<file path="config.mk">
export PLATFORM = sky130hd
export DESIGN_NAME = ncl_counter_sequencer
export DESIGN_NICKNAME = d
export VERILOG_FILES = /design/src/rtl/ncl_seq_pkg.sv /design/src/rtl/ncl_word_detect.sv /design/src/rtl/ncl_counter_sequencer.sv
export SDC_FILE = /design/constraint.sdc
export NUM_CORES = 1
export LEC_CHECK = 0
export ABC_AREA = 1
export CORE_MARGIN = 5
export CORE_UTILIZATION = 48
export CTS_BUF_LIST = sky130_fd_sc_hd__clkbuf_16
export CTS_CLUSTER_DIAMETER = 60
export DETAILED_ROUTE_END_ITERATION = 10
export PLACE_DENSITY = 0.74
export RECOVER_POWER = 50
export REMOVE_ABC_BUFFERS = 1
export SLEW_MARGIN = 5
export SYNTH_ARGS = -nofsm -noshare
export SYNTH_HDL_FRONTEND = slang
export SYNTH_SLANG_ARGS = --single-unit
</file>
<file path="constraint.sdc">
create_clock -name clk -period 1.8 [get_ports clk]
set_clock_uncertainty 0.1 [all_clocks]
set_input_delay 0.18 -clock clk [delete_from_list [all_inputs] [get_ports clk]]
set_output_delay 0.18 -clock clk [all_outputs]
set_load 0.01 [all_outputs]
</file>
<file path="src/rtl/ncl_seq_pkg.sv">
// ncl_seq_pkg: shared types for the NCL counter-ring sequencer.
//   state_e  - sequencer FSM states
//   DR_*     - dual-rail pair encodings {rail1, rail0}
package ncl_seq_pkg;

  typedef enum logic [2:0] {
    INIT   = 3'd0,
    IDLE   = 3'd1,
    DRIVE  = 3'd2,
    WAIT_D = 3'd3,
    WAIT_N = 3'd4,
    HALT   = 3'd5
  } state_e;

  localparam logic [1:0] DR_NULL = 2'b00;
  localparam logic [1:0] DR_0    = 2'b01;
  localparam logic [1:0] DR_1    = 2'b10;
  localparam logic [1:0] DR_ILL  = 2'b11;

endpackage

</file>
<file path="src/rtl/ncl_word_detect.sv">
// ncl_word_detect: synchronises the ring's dual-rail sum word and carry-out
// into clk, then classifies the synced word.
// Ports:
//   clk, init_n        clock, async active-low reset (sync bank clears to NULL)
//   ring_sum           dual-rail sum word, bit i on [2i+1:2i]
//   ring_carryout      dual-rail carry from the MSB stage
//   all_data_c         every synced pair (sum and carry) is DATA0/DATA1
//   all_null_c         every synced pair (sum and carry) is NULL
//   illegal_c          some synced pair is 11
//   carry_data1_c      synced carry-out is DATA1
//   sum_bin_c          binary decode of the synced sum word (rail1 of each pair)
module ncl_word_detect
  import ncl_seq_pkg::*;
#(
  parameter int unsigned WIDTH       = 32,
  parameter int unsigned SYNC_STAGES = 2
) (
  input  logic               clk,
  input  logic               init_n,
  input  logic [2*WIDTH-1:0] ring_sum,
  input  logic [1:0]         ring_carryout,
  output logic               all_data_c,
  output logic               all_null_c,
  output logic               illegal_c,
  output logic               carry_data1_c,
  output logic [WIDTH-1:0]   sum_bin_c
);

  localparam int unsigned RW = 2 * WIDTH + 2;

  // Per-bit synchronisers are safe here: rails only rise in a DATA phase and
  // only fall in a NULL phase, so a late bit is seen late, never wrong.
  logic [RW-1:0] sync_q [SYNC_STAGES];
  logic [RW-1:0] sync_d [SYNC_STAGES];
  logic [RW-1:0] word;
  logic [1:0]    pair;

  // Shift chain, carry-out in the top pair.
  always_comb begin
    sync_d[0] = {ring_carryout, ring_sum};
    for (int s = 1; s < int'(SYNC_STAGES); s++) begin
      sync_d[s] = sync_q[s-1];
    end
  end

  always_ff @(posedge clk or negedge init_n) begin
    if (!init_n) begin
      for (int s = 0; s < int'(SYNC_STAGES); s++) begin
        sync_q[s] <= '0;
      end
    end else begin
      for (int s = 0; s < int'(SYNC_STAGES); s++) begin
        sync_q[s] <= sync_d[s];
      end
    end
  end

  // Word classification and decode of the last sync stage.
  always_comb begin
    word          = sync_q[SYNC_STAGES-1];
    pair          = DR_NULL;
    all_data_c    = 1'b1;
    all_null_c    = 1'b1;
    illegal_c     = 1'b0;
    sum_bin_c     = '0;
    for (int i = 0; i <= int'(WIDTH); i++) begin
      pair = word[2*i +: 2];
      if (!(pair == DR_0 || pair == DR_1)) all_data_c = 1'b0;
      if (pair != DR_NULL)                 all_null_c = 1'b0;
      if (pair == DR_ILL)                  illegal_c  = 1'b1;
    end
    for (int i = 0; i < int'(WIDTH); i++) begin
      sum_bin_c[i] = word[2*i+1];
    end
    carry_data1_c = (word[RW-1:RW-2] == DR_1);
  end

endmodule

</file>
<file path="src/rtl/ncl_counter_sequencer.sv">
// ncl_counter_sequencer: clocked controller for the dual-rail NCL counter ring.
// Issues DATA/NULL increment wavefronts on the ring carry-in, acknowledges each
// completed word via ring_sumcomp, and decodes each DATA sum word for the host.
// Optional feature macro: NCL_SEQ_TIMEOUT_EN adds a per-phase watchdog in
// WAIT_D/WAIT_N that halts with error after TIMEOUT cycles without progress.
// Ports:
//   clk, init_n     clock, async active-low reset
//   cmd_valid/ready host burst request / accepted only in IDLE
//   cmd_count       increments in the burst (0 = accepted no-op)
//   ring_init       active-high ring initialisation
//   ring_carryin    dual-rail carry into bit 0
//   ring_sumcomp    word completion acknowledge to the ring
//   ring_sum        dual-rail sum word from the ring
//   ring_carryout   dual-rail carry from the ring MSB
//   count_out       last captured binary count
//   count_valid     one-cycle pulse per capture
//   overflow        sticky, set when a captured carry-out is DATA1
//   busy            high outside IDLE and INIT
//   error           sticky protocol/timeout error
module ncl_counter_sequencer
  import ncl_seq_pkg::*;
#(
  parameter int unsigned WIDTH       = 32,
  parameter int unsigned CNT_W       = 16,
  parameter int unsigned SYNC_STAGES = 2,
  parameter int unsigned INIT_CYCLES = 4,
  parameter int unsigned TIMEOUT     = 1024
) (
  input  logic               clk,
  input  logic               init_n,
  input  logic               cmd_valid,
  input  logic [CNT_W-1:0]   cmd_count,
  output logic               cmd_ready,
  output logic               ring_init,
  output logic [1:0]         ring_carryin,
  output logic               ring_sumcomp,
  input  logic [2*WIDTH-1:0] ring_sum,
  input  logic [1:0]         ring_carryout,
  output logic [WIDTH-1:0]   count_out,
  output logic               count_valid,
  output logic               overflow,
  output logic               busy,
  output logic               error
);

  localparam int unsigned INIT_W = $clog2(INIT_CYCLES + 1);
  localparam int unsigned WD_W   = $clog2(TIMEOUT + 1);
`ifdef NCL_SEQ_TIMEOUT_EN
  localparam bit WD_EN = 1'b1;
`else
  localparam bit WD_EN = 1'b0;
`endif

  logic             all_data_c, all_null_c, illegal_c, carry_data1_c;
  logic [WIDTH-1:0] sum_bin_c;

  ncl_word_detect #(
    .WIDTH       (WIDTH),
    .SYNC_STAGES (SYNC_STAGES)
  ) u_detect (
    .clk           (clk),
    .init_n        (init_n),
    .ring_sum      (ring_sum),
    .ring_carryout (ring_carryout),
    .all_data_c    (all_data_c),
    .all_null_c    (all_null_c),
    .illegal_c     (illegal_c),
    .carry_data1_c (carry_data1_c),
    .sum_bin_c     (sum_bin_c)
  );

  state_e            state_q, state_d;
  logic [INIT_W-1:0] init_cnt_q, init_cnt_d;
  logic [CNT_W-1:0]  remaining_q, remaining_d;
  logic [WD_W-1:0]   wd_q, wd_d;
  logic              ill_q, ill_d;
  logic              ring_init_q, ring_init_d;
  logic [1:0]        carryin_q, carryin_d;
  logic              sumcomp_q, sumcomp_d;
  logic [WIDTH-1:0]  count_out_q, count_out_d;
  logic              count_valid_q, count_valid_d;
  logic              overflow_q, overflow_d;
  logic              busy_q, busy_d;
  logic              error_q, error_d;
  logic              cmd_ready_q, cmd_ready_d;
  logic              in_wait;
  logic              fault;

  // Next state, counters, flags and registered outputs.
  always_comb begin
    state_d       = state_q;
    init_cnt_d    = init_cnt_q;
    remaining_d   = remaining_q;
    wd_d          = '0;
    ill_d         = illegal_c;
    carryin_d     = carryin_q;
    sumcomp_d     = sumcomp_q;
    count_out_d   = count_out_q;
    count_valid_d = 1'b0;
    overflow_d    = overflow_q;
    error_d       = error_q;
    in_wait       = (state_q == WAIT_D) || (state_q == WAIT_N);
    fault         = 1'b0;

    unique case (state_q)
      INIT: begin
        if (init_cnt_q == INIT_W'(INIT_CYCLES - 1)) state_d = IDLE;
        else                                        init_cnt_d = init_cnt_q + INIT_W'(1);
      end
      IDLE: begin
        if (cmd_valid) begin
          remaining_d = cmd_count;
          if (cmd_count != '0) state_d = DRIVE;
        end
      end
      DRIVE: begin
        carryin_d = DR_1;
        state_d   = WAIT_D;
      end
      WAIT_D: begin
        if (all_data_c) begin
          count_out_d   = sum_bin_c;
          count_valid_d = 1'b1;
          overflow_d    = overflow_q | carry_data1_c;
          sumcomp_d     = 1'b1;
          carryin_d     = DR_NULL;
          state_d       = WAIT_N;
        end
      end
      WAIT_N: begin
        if (all_null_c) begin
          sumcomp_d   = 1'b0;
          remaining_d = remaining_q - CNT_W'(1);
          state_d     = (remaining_q == CNT_W'(1)) ? IDLE : DRIVE;
        end
      end
      HALT: ;
      default: state_d = HALT;
    endcase

    // Watchdog restarts whenever the phase advances.
    if (in_wait && state_d == state_q) wd_d = wd_q + WD_W'(1);
    if (WD_EN && in_wait && state_d == state_q && wd_q == WD_W'(TIMEOUT - 1)) fault = 1'b1;

    // A single 11 sample may be a sync-time artefact; two in a row is real.
    if (illegal_c && ill_q && state_q != INIT && state_q != HALT) fault = 1'b1;

    if (fault) begin
      state_d   = HALT;
      error_d   = 1'b1;
      carryin_d = DR_NULL;
      sumcomp_d = 1'b0;
    end

    ring_init_d = (state_d == INIT);
    cmd_ready_d = (state_d == IDLE);
    busy_d      = (state_d != INIT) && (state_d != IDLE);
  end

  always_ff @(posedge clk or negedge init_n) begin
    if (!init_n) begin
      state_q       <= INIT;
      init_cnt_q    <= '0;
      remaining_q   <= '0;
      wd_q          <= '0;
      ill_q         <= 1'b0;
      ring_init_q   <= 1'b1;
      carryin_q     <= DR_NULL;
      sumcomp_q     <= 1'b0;
      count_out_q   <= '0;
      count_valid_q <= 1'b0;
      overflow_q    <= 1'b0;
      busy_q        <= 1'b0;
      error_q       <= 1'b0;
      cmd_ready_q   <= 1'b0;
    end else begin
      state_q       <= state_d;
      init_cnt_q    <= init_cnt_d;
      remaining_q   <= remaining_d;
      wd_q          <= wd_d;
      ill_q         <= ill_d;
      ring_init_q   <= ring_init_d;
      carryin_q     <= carryin_d;
      sumcomp_q     <= sumcomp_d;
      count_out_q   <= count_out_d;
      count_valid_q <= count_valid_d;
      overflow_q    <= overflow_d;
      busy_q        <= busy_d;
      error_q       <= error_d;
      cmd_ready_q   <= cmd_ready_d;
    end
  end

  assign cmd_ready    = cmd_ready_q;
  assign ring_init    = ring_init_q;
  assign ring_carryin = carryin_q;
  assign ring_sumcomp = sumcomp_q;
  assign count_out    = count_out_q;
  assign count_valid  = count_valid_q;
  assign overflow     = overflow_q;
  assign busy         = busy_q;
  assign error        = error_q;

endmodule
</file>
==> results of run 1 <==
==> layout make-up <==
type                       instances  area share [%]
timing repair buffer             203            17.7
inverter                          99            3.27
tap                              220            2.42
clock inverter                    15            1.55
clock buffer                      17            3.74
multi-input combinational        464            28.4
sequential                       195            42.9
==> critical path: cells and delay by family, from the launching register on <==
family                     cells  cell delay (ns)
and+or+nand+nor                7             0.68
buffers and inverters          3             0.41
DFF                            1             0.35
adders and majority gates      1             0.29
AOI/OAI and AO/OA              1             0.08
==> per-stage QoR <==
stage	TNS (ns)	power, mW	setup WS, ns
6_report	-8.15	10.7	-0.229
3_3_place_gp	-4.94	6.67	-0.139
3_5_place_dp	-7.88	6.69	-0.212
4_1_cts	-6.63	10.6	-0.164
5_1_grt	-14.78	11.2	-0.341
2_1_floorplan	-20.91	5.93	-0.622
==> registers in the layout, summed over array words and instances (netlist names), 3 cells and up <==
name / flops
init_cnt_q: 3
u_detect.sync_d: 66
remaining_q: 16
state_q: 3
u_detect.word: 66
count_out: 32
==> worst paths after layout <==
path / end / slack, ns
worst max-delay path: count_out[10] / -0.23
worst min-delay path: u_detect.sync_d[2] / 0.19
worst min register to register: u_detect.word[56] / 0.25
max in group asynchronous: u_detect.sync_d[39] / 0.44
min in group asynchronous: u_detect.word[44] / 0.31
worst max register to register: count_out[10] / -0.23
==> power by group through the flow <==
stage / Clock [mW] / Combinational, mW / Sequential (mW)
after CTS: 3.87 / 1.67 / 5.03
final: 3.83 / 1.83 / 5.04
after global routing: 4.07 / 2.06 / 5.08
after floorplan: 0 / 0.897 / 5.03
after global placement: 0 / 1.56 / 5.11
after detailed placement: 0 / 1.59 / 5.10
==> routing by layer <==
metal  global-route usage [%]  vias up  wire length (um)
met5                        0        -                 0
met4                     6.44        0               515
li1                         -     2839                 -
met1                     23.8     2777              7840
met2                     32.8      200              9670
met3                     4.59       43              1040
==> timing repair <==
item                                    4_1_cts  5_1_grt
resized for setup                            49      123
endpoints found under the setup margin       55       58
gates cloned                                  3        1
pin swaps                                    13       40
hold buffers                                  1        0
endpoints found under the hold margin        49        0
buffers inserted                             12       20
==> cell usage in the layout (no fill, tap or decap), drive strengths merged, types with 3 or more instances in the layout <==
cell type and n:
clkdlybuf4s50 57, nand4 12, xor2 3, buf 76
nand2 171, ha 71, a21oi 8, clkinv 3
inv 107, nor3 5, dlygate4sd3 67, clkbuf 20
dfrtp 194, nand3 26, o21ai 53, nor2 96
o211ai 5
==> cell families (layout without fill, tap and decap cells) <==
family          count (synthesis)  in the layout
compound gates                 71             71
xor+xnor                        5              5
fa+ha+maj                      71             71
buf+inv                       112            334
flops                         195            195
mux                             2              2
other cells                     1              1
simple gates                  313            314
==> metrics.cfg, run 1 <==
[logic_synthesis]
synth_top_family_by_area = simple AND/OR/NAND/NOR gates
synth_simple_gate_area_share_pct = 16.3
post_synth_num_cell_types = 38
cell_area_after_synthesis_um2 = 8010
synth.top_cell.area_share_pct = 60.6
yosys.area_share.xor_xnor_pct = 0.547
synth_fa_ha_area_share_pct = 11.1
synth_commonest_cells = 194 x dfrtp_1, 169 x nand2_1, 96 x inv_1, 94 x nor2_1, 71 x ha_1
avgSynthCellArea_um2 = 10.4
synth_compound_area_share_pct = 4.93
ys.flop_type = dfrtp_1
synth-edff-count = 0
yosysSeqAreaShare_pct = 60.9
netlist_top_cells_area = dfrtp_1 61%, ha_1 11%, nand2_1 7.9%
most_repeated_cell_in_the_gate_level_netlist_after_synthesis = dfrtp_1
synth.yosys.warnings = 0
yosys_register_bits = 195
synth.largest_area_cell = dfrtp_1
synth.area.mux_share_pct = 0.265
synthCells = 770
synth_async_sr_flop_share_pct = 100

[global_routing]
grt_pass1_wl_um = 29300
track_usage_pct = 19.1
globalRouteOverflowTotal = 0
antenna_violations_before_repair = 0
grt_max_degree = 57
vias_in_the_first_global_route = 5996

[clock_network]
number_of_sinks_handled_by_clock_tree_synthesis = 195
htree_num_levels = 4
worst_path_clk_slew_ns = 0.07
cts_buffer_depth = 2
clock_tree_from_tritoncts = done
cts.root.buffer_cell = clkbuf_16
clk-insertion-delay-late_ns = 0.44
cts_buffers = 17

[layout]
layout-drive-gt1-share_pct = 23.1
register_area_um2 = 4880
postLayoutCellArea_um2 = 11400
areaGrowthSynthToFinish_pct = 41.9
final_net_count = 1136
combined_area_of_the_multi_input_logic_cells_um2 = 3230
final-instance-count-excl-fill = 1213
final_core_util_pct = 69.1
filler_cell_count = 1127
antenna-diode-count = 0

[run]
cap_viol_max_count = 0

[timing]
minimum_setup_slack_in_the_final_design_ns = -0.229
share_of_the_clock_period_used_by_the_worst_path_pct = 113
timing.fmax_mhz = 493
rsz0062_at_grt = yes
fin_hold_ws_ns = 0.188
max_slew_headroom_at_the_worst_pin_pct = 45.1
worstMarginPinSlew_ns = 0.823
maxSlewViolCount = 0
period_minus_slack_ns = 2.03
timing.final.setup_violations = 57
hold_violations = 0

[die]
start_util_pct = 48.7
placeableCoreArea_um2 = 16500
num_io_pins = 126
die_area_um2 = 19400
die_w_um = 139
die-height_um = 139
site_rows = 47

[drt]
wl_per_cell_um = 15.7
via_count = 5859
route.antenna.remaining_nets = 0
drt-pass1-iter-count = 4
detail_route.wirelength_um = 19100
remaining_routing_drc_violations = 0
first_iter_violations = 355
vias_per_cell = 4.83

[setup_path]
timing.critical_path.fanout_max = 18
r2r_cells = 12
startpoint_of_the_lowest_slack_register_to_register_path = u_detect.word[63]
crit_start = u_detect.word[63]
critical-path-slowest-cell = dfrtp_1
max_stage_delay_ns = 0.35
path_common_cell = nand2_1
critical_path_data_arrival_time_ns = 2.24
path_cells = inv_1 -> ha_4 -> nand2_2 -> nor2_2 -> nand2_1 -> nor2_1 -> nand4_1 -> inv_2 -> nand2_8 -> buf_8 -> nand2_1 -> o21ai_1
crit_path_start_kind = flip-flop
worst-setup-path-type = reg2reg
cp.required_ns = 2.02
end_kind = flip-flop

[power]
switching_power_mw = 3.05
internal_power_mw = 7.65
combPwrFrac_pct = 17.1
power.switching_fraction_pct = 28.5
ratio_of_total_power_to_cell_area_nw_per_um2 = 941
ir_drop_uv = 792
seqPwrFrac_pct = 47.1
power_frac_clock_pct = 35.8
leak_pwr_nw = 5.29

[placed_design]
detailed_placer_s_ending_hpwl_um = 13000
placed_instance_area_um2 = 9830
dp_cell_count = 1147
routabilityCongestion = 0.901
portBuffers = 124

[min_path]
worstHoldStart = ring_sum[2]
whs_path_depth = 1
min_path_type = in2reg

[status]
run_status = finished with violations
violations = setup timing

Power figures use the tool's default switching activity.
==> inputs of run 2 (changes only) <==
--- a/config.mk
+++ b/config.mk
@@ -11,7 +11,7 @@
 export CTS_BUF_LIST = sky130_fd_sc_hd__clkbuf_16
 export CTS_CLUSTER_DIAMETER = 60
 export DETAILED_ROUTE_END_ITERATION = 10
-export PLACE_DENSITY = 0.74
+export PLACE_DENSITY_LB_ADDON = 0.3
 export RECOVER_POWER = 50
 export REMOVE_ABC_BUFFERS = 1
 export SLEW_MARGIN = 5
==> run 2 against run 1 <==
  * The run still ends with setup timing left
  * Combinational power hardly changed
  * Sequential power hardly changed
  * Total power is 1.6% lower
  * Highest routed layer unchanged
  * Critical path depth is 1 lower
  * Worst setup slack worse by 0.14 ns
  * Hold slack hardly changed
  * Clock-buffer cell count stayed put
  * Largest power group unchanged
  * Sequential share of layout area is 0.39 points lower
  * Sequential cell count stayed put
  * Final cell count hardly changed
  * Non-clock buffer count is 2 lower
==> metrics.cfg, run 2 (same netlist as run 1, synthesis figures left out) <==
[status]
run_status = finished with violations
violations = setup timing

[setup_path]
worst-setup-path-type = reg2reg
critical_path_data_arrival_time_ns = 2.41
regToRegSetupSlack_ns = -0.37
cp.required_ns = 2.05
end_kind = flip-flop
timing.critical_path.fanout_max = 5
crit_path_start_kind = flip-flop

[layout]
layout.cells.most_common = dfrtp_1
areaGrowthSynthToFinish_pct = 43.2
final_core_util_pct = 69.7
antenna-diode-count = 0
final_cell_mix = 194 x dfrtp_1, 129 x nand2_1, 74 x nor2_1, 67 x dlygate4sd3_1, 65 x inv_1
postLayoutCellArea_um2 = 11500
layout-drive-gt1-share_pct = 27.0
final_net_count = 1135

[global_routing]
vias_in_the_first_global_route = 5864
grt_pass1_wl_um = 28600
grt_max_degree = 50
antenna_violations_before_repair = 0
track_usage_pct = 18.7
globalRouteOverflowTotal = 0

[drt]
first_iter_violations = 347
route.antenna.remaining_nets = 0
via_count = 5968
detail_route.wirelength_um = 19700
wl_per_cell_um = 16.3
remaining_routing_drc_violations = 0
drt-pass1-iter-count = 5
vias_per_cell = 4.92

[timing]
max_slew_headroom_at_the_worst_pin_pct = 10.9
minimum_setup_slack_in_the_final_design_ns = -0.366
worstMarginPinSlew_ns = 1.34
share_of_the_clock_period_used_by_the_worst_path_pct = 120
period_minus_slack_ns = 2.17
fin_hold_ws_ns = 0.188
hold_violations = 0
timing.fmax_mhz = 462
timing.final.setup_violations = 58
maxSlewViolCount = 0
rsz0062_at_grt = yes

[clock_network]
cts.root.buffer_cell = clkbuf_16
worst_path_clk_slew_ns = 0.07
htree_num_levels = 4
number_of_sinks_handled_by_clock_tree_synthesis = 195
cts_buffers = 17
clk-insertion-delay-late_ns = 0.44
clock_tree_from_tritoncts = done
cts_buffer_depth = 2

[die]
die_area_um2 = 19400
placeableCoreArea_um2 = 16500
num_io_pins = 126
start_util_pct = 48.7
site_rows = 47
die-height_um = 139
die_w_um = 139

[min_path]
min_path_type = in2reg

[power]
leak_pwr_nw = 5.33
ratio_of_total_power_to_cell_area_nw_per_um2 = 918
ir_drop_uv = 754

[run]
cap_viol_max_count = 0

[placed_design]
routabilityCongestion = 0.871
portBuffers = 124
detailed_placer_s_ending_hpwl_um = 12600
placed_instance_area_um2 = 9850

run 2: changes by cell type in the layout (fill, tap and decap cells not counted), sizes merged:
cell      delta
buf          -6
bufinv       -2
clkbuf       +4
clkinv       +3
clkinvlp     +1
inv          -2
nand2        +1
run 2: worst paths after layout:
check | startpoint | end | cells past startpoint
min in group asynchronous | init_n | u_detect.word[42] | 2
worst max-delay path | u_detect.word[17] | count_out[26] | 11
worst min register to register | u_detect.sync_d[42] | u_detect.word[42] | 0
worst max register to register | u_detect.word[17] | count_out[26] | 11
worst min-delay path | ring_sum[12] | u_detect.sync_d[12] | 1
max in group asynchronous | init_n | u_detect.word[48] | 3
run 2: timing repair:
item,CTS,global route
cloned,0,9
endpoints found under the hold margin,92,0
setup endpoints to repair,57,58
buffers inserted,2,18
pin swaps,5,49
hold buffers,1,0
gates resized for setup,57,165
run 2: layer usage:
metal / track usage (%) / share of wire, %
met3: 4.52 / 5.0
met1: 22.9 / 41
met5: 0 / 0
met2: 31.8 / 51
met4: 8.14 / 3.4
run 2: cell type report:
class / instances / area, um^2
clock buffer: 17 / 425
fill: 1105 / 4990
timing repair buffer: 201 / 2030
clock inverter: 15 / 146
sequential: 195 / 4880
inverter: 99 / 372
tap: 220 / 275
multi-input combinational: 465 / 3350
run 2: where the power goes:
part	internal [mW]	switching, mW	leakage (nW)
sequential	4.73	0.317	2.36
clock	1.84	1.79	0.272
combinational	0.832	1.03	2.70
total	7.40	3.13	5.33
run 2: metrics by stage:
stage	instances	worst slack, ns	total power [mW]	setup TNS, ns
6_report	1212	-0.366	10.5	-12.82
5_1_grt	1212	-0.392	11.0	-20.21
4_1_cts	1187	-0.146	10.3	-4.60
3_5_place_dp	1152	-0.225	6.64	-9.57
3_3_place_gp	1152	-0.206	6.61	-5.69
2_1_floorplan	757	-0.622	5.93	-20.91
run 2: critical path, stage by stage (launching register included):
cell and delay [ns]:
dfrtp_1 0.35, inv_1 0.09, ha_4 0.28, nand2_1 0.07, nor2_1 0.14, nand2_1 0.09
nor2_2 0.11, nand4_1 0.14, inv_2 0.18, nand2_4 0.14, clkbuf_16 0.21, o21ai_0 0.18
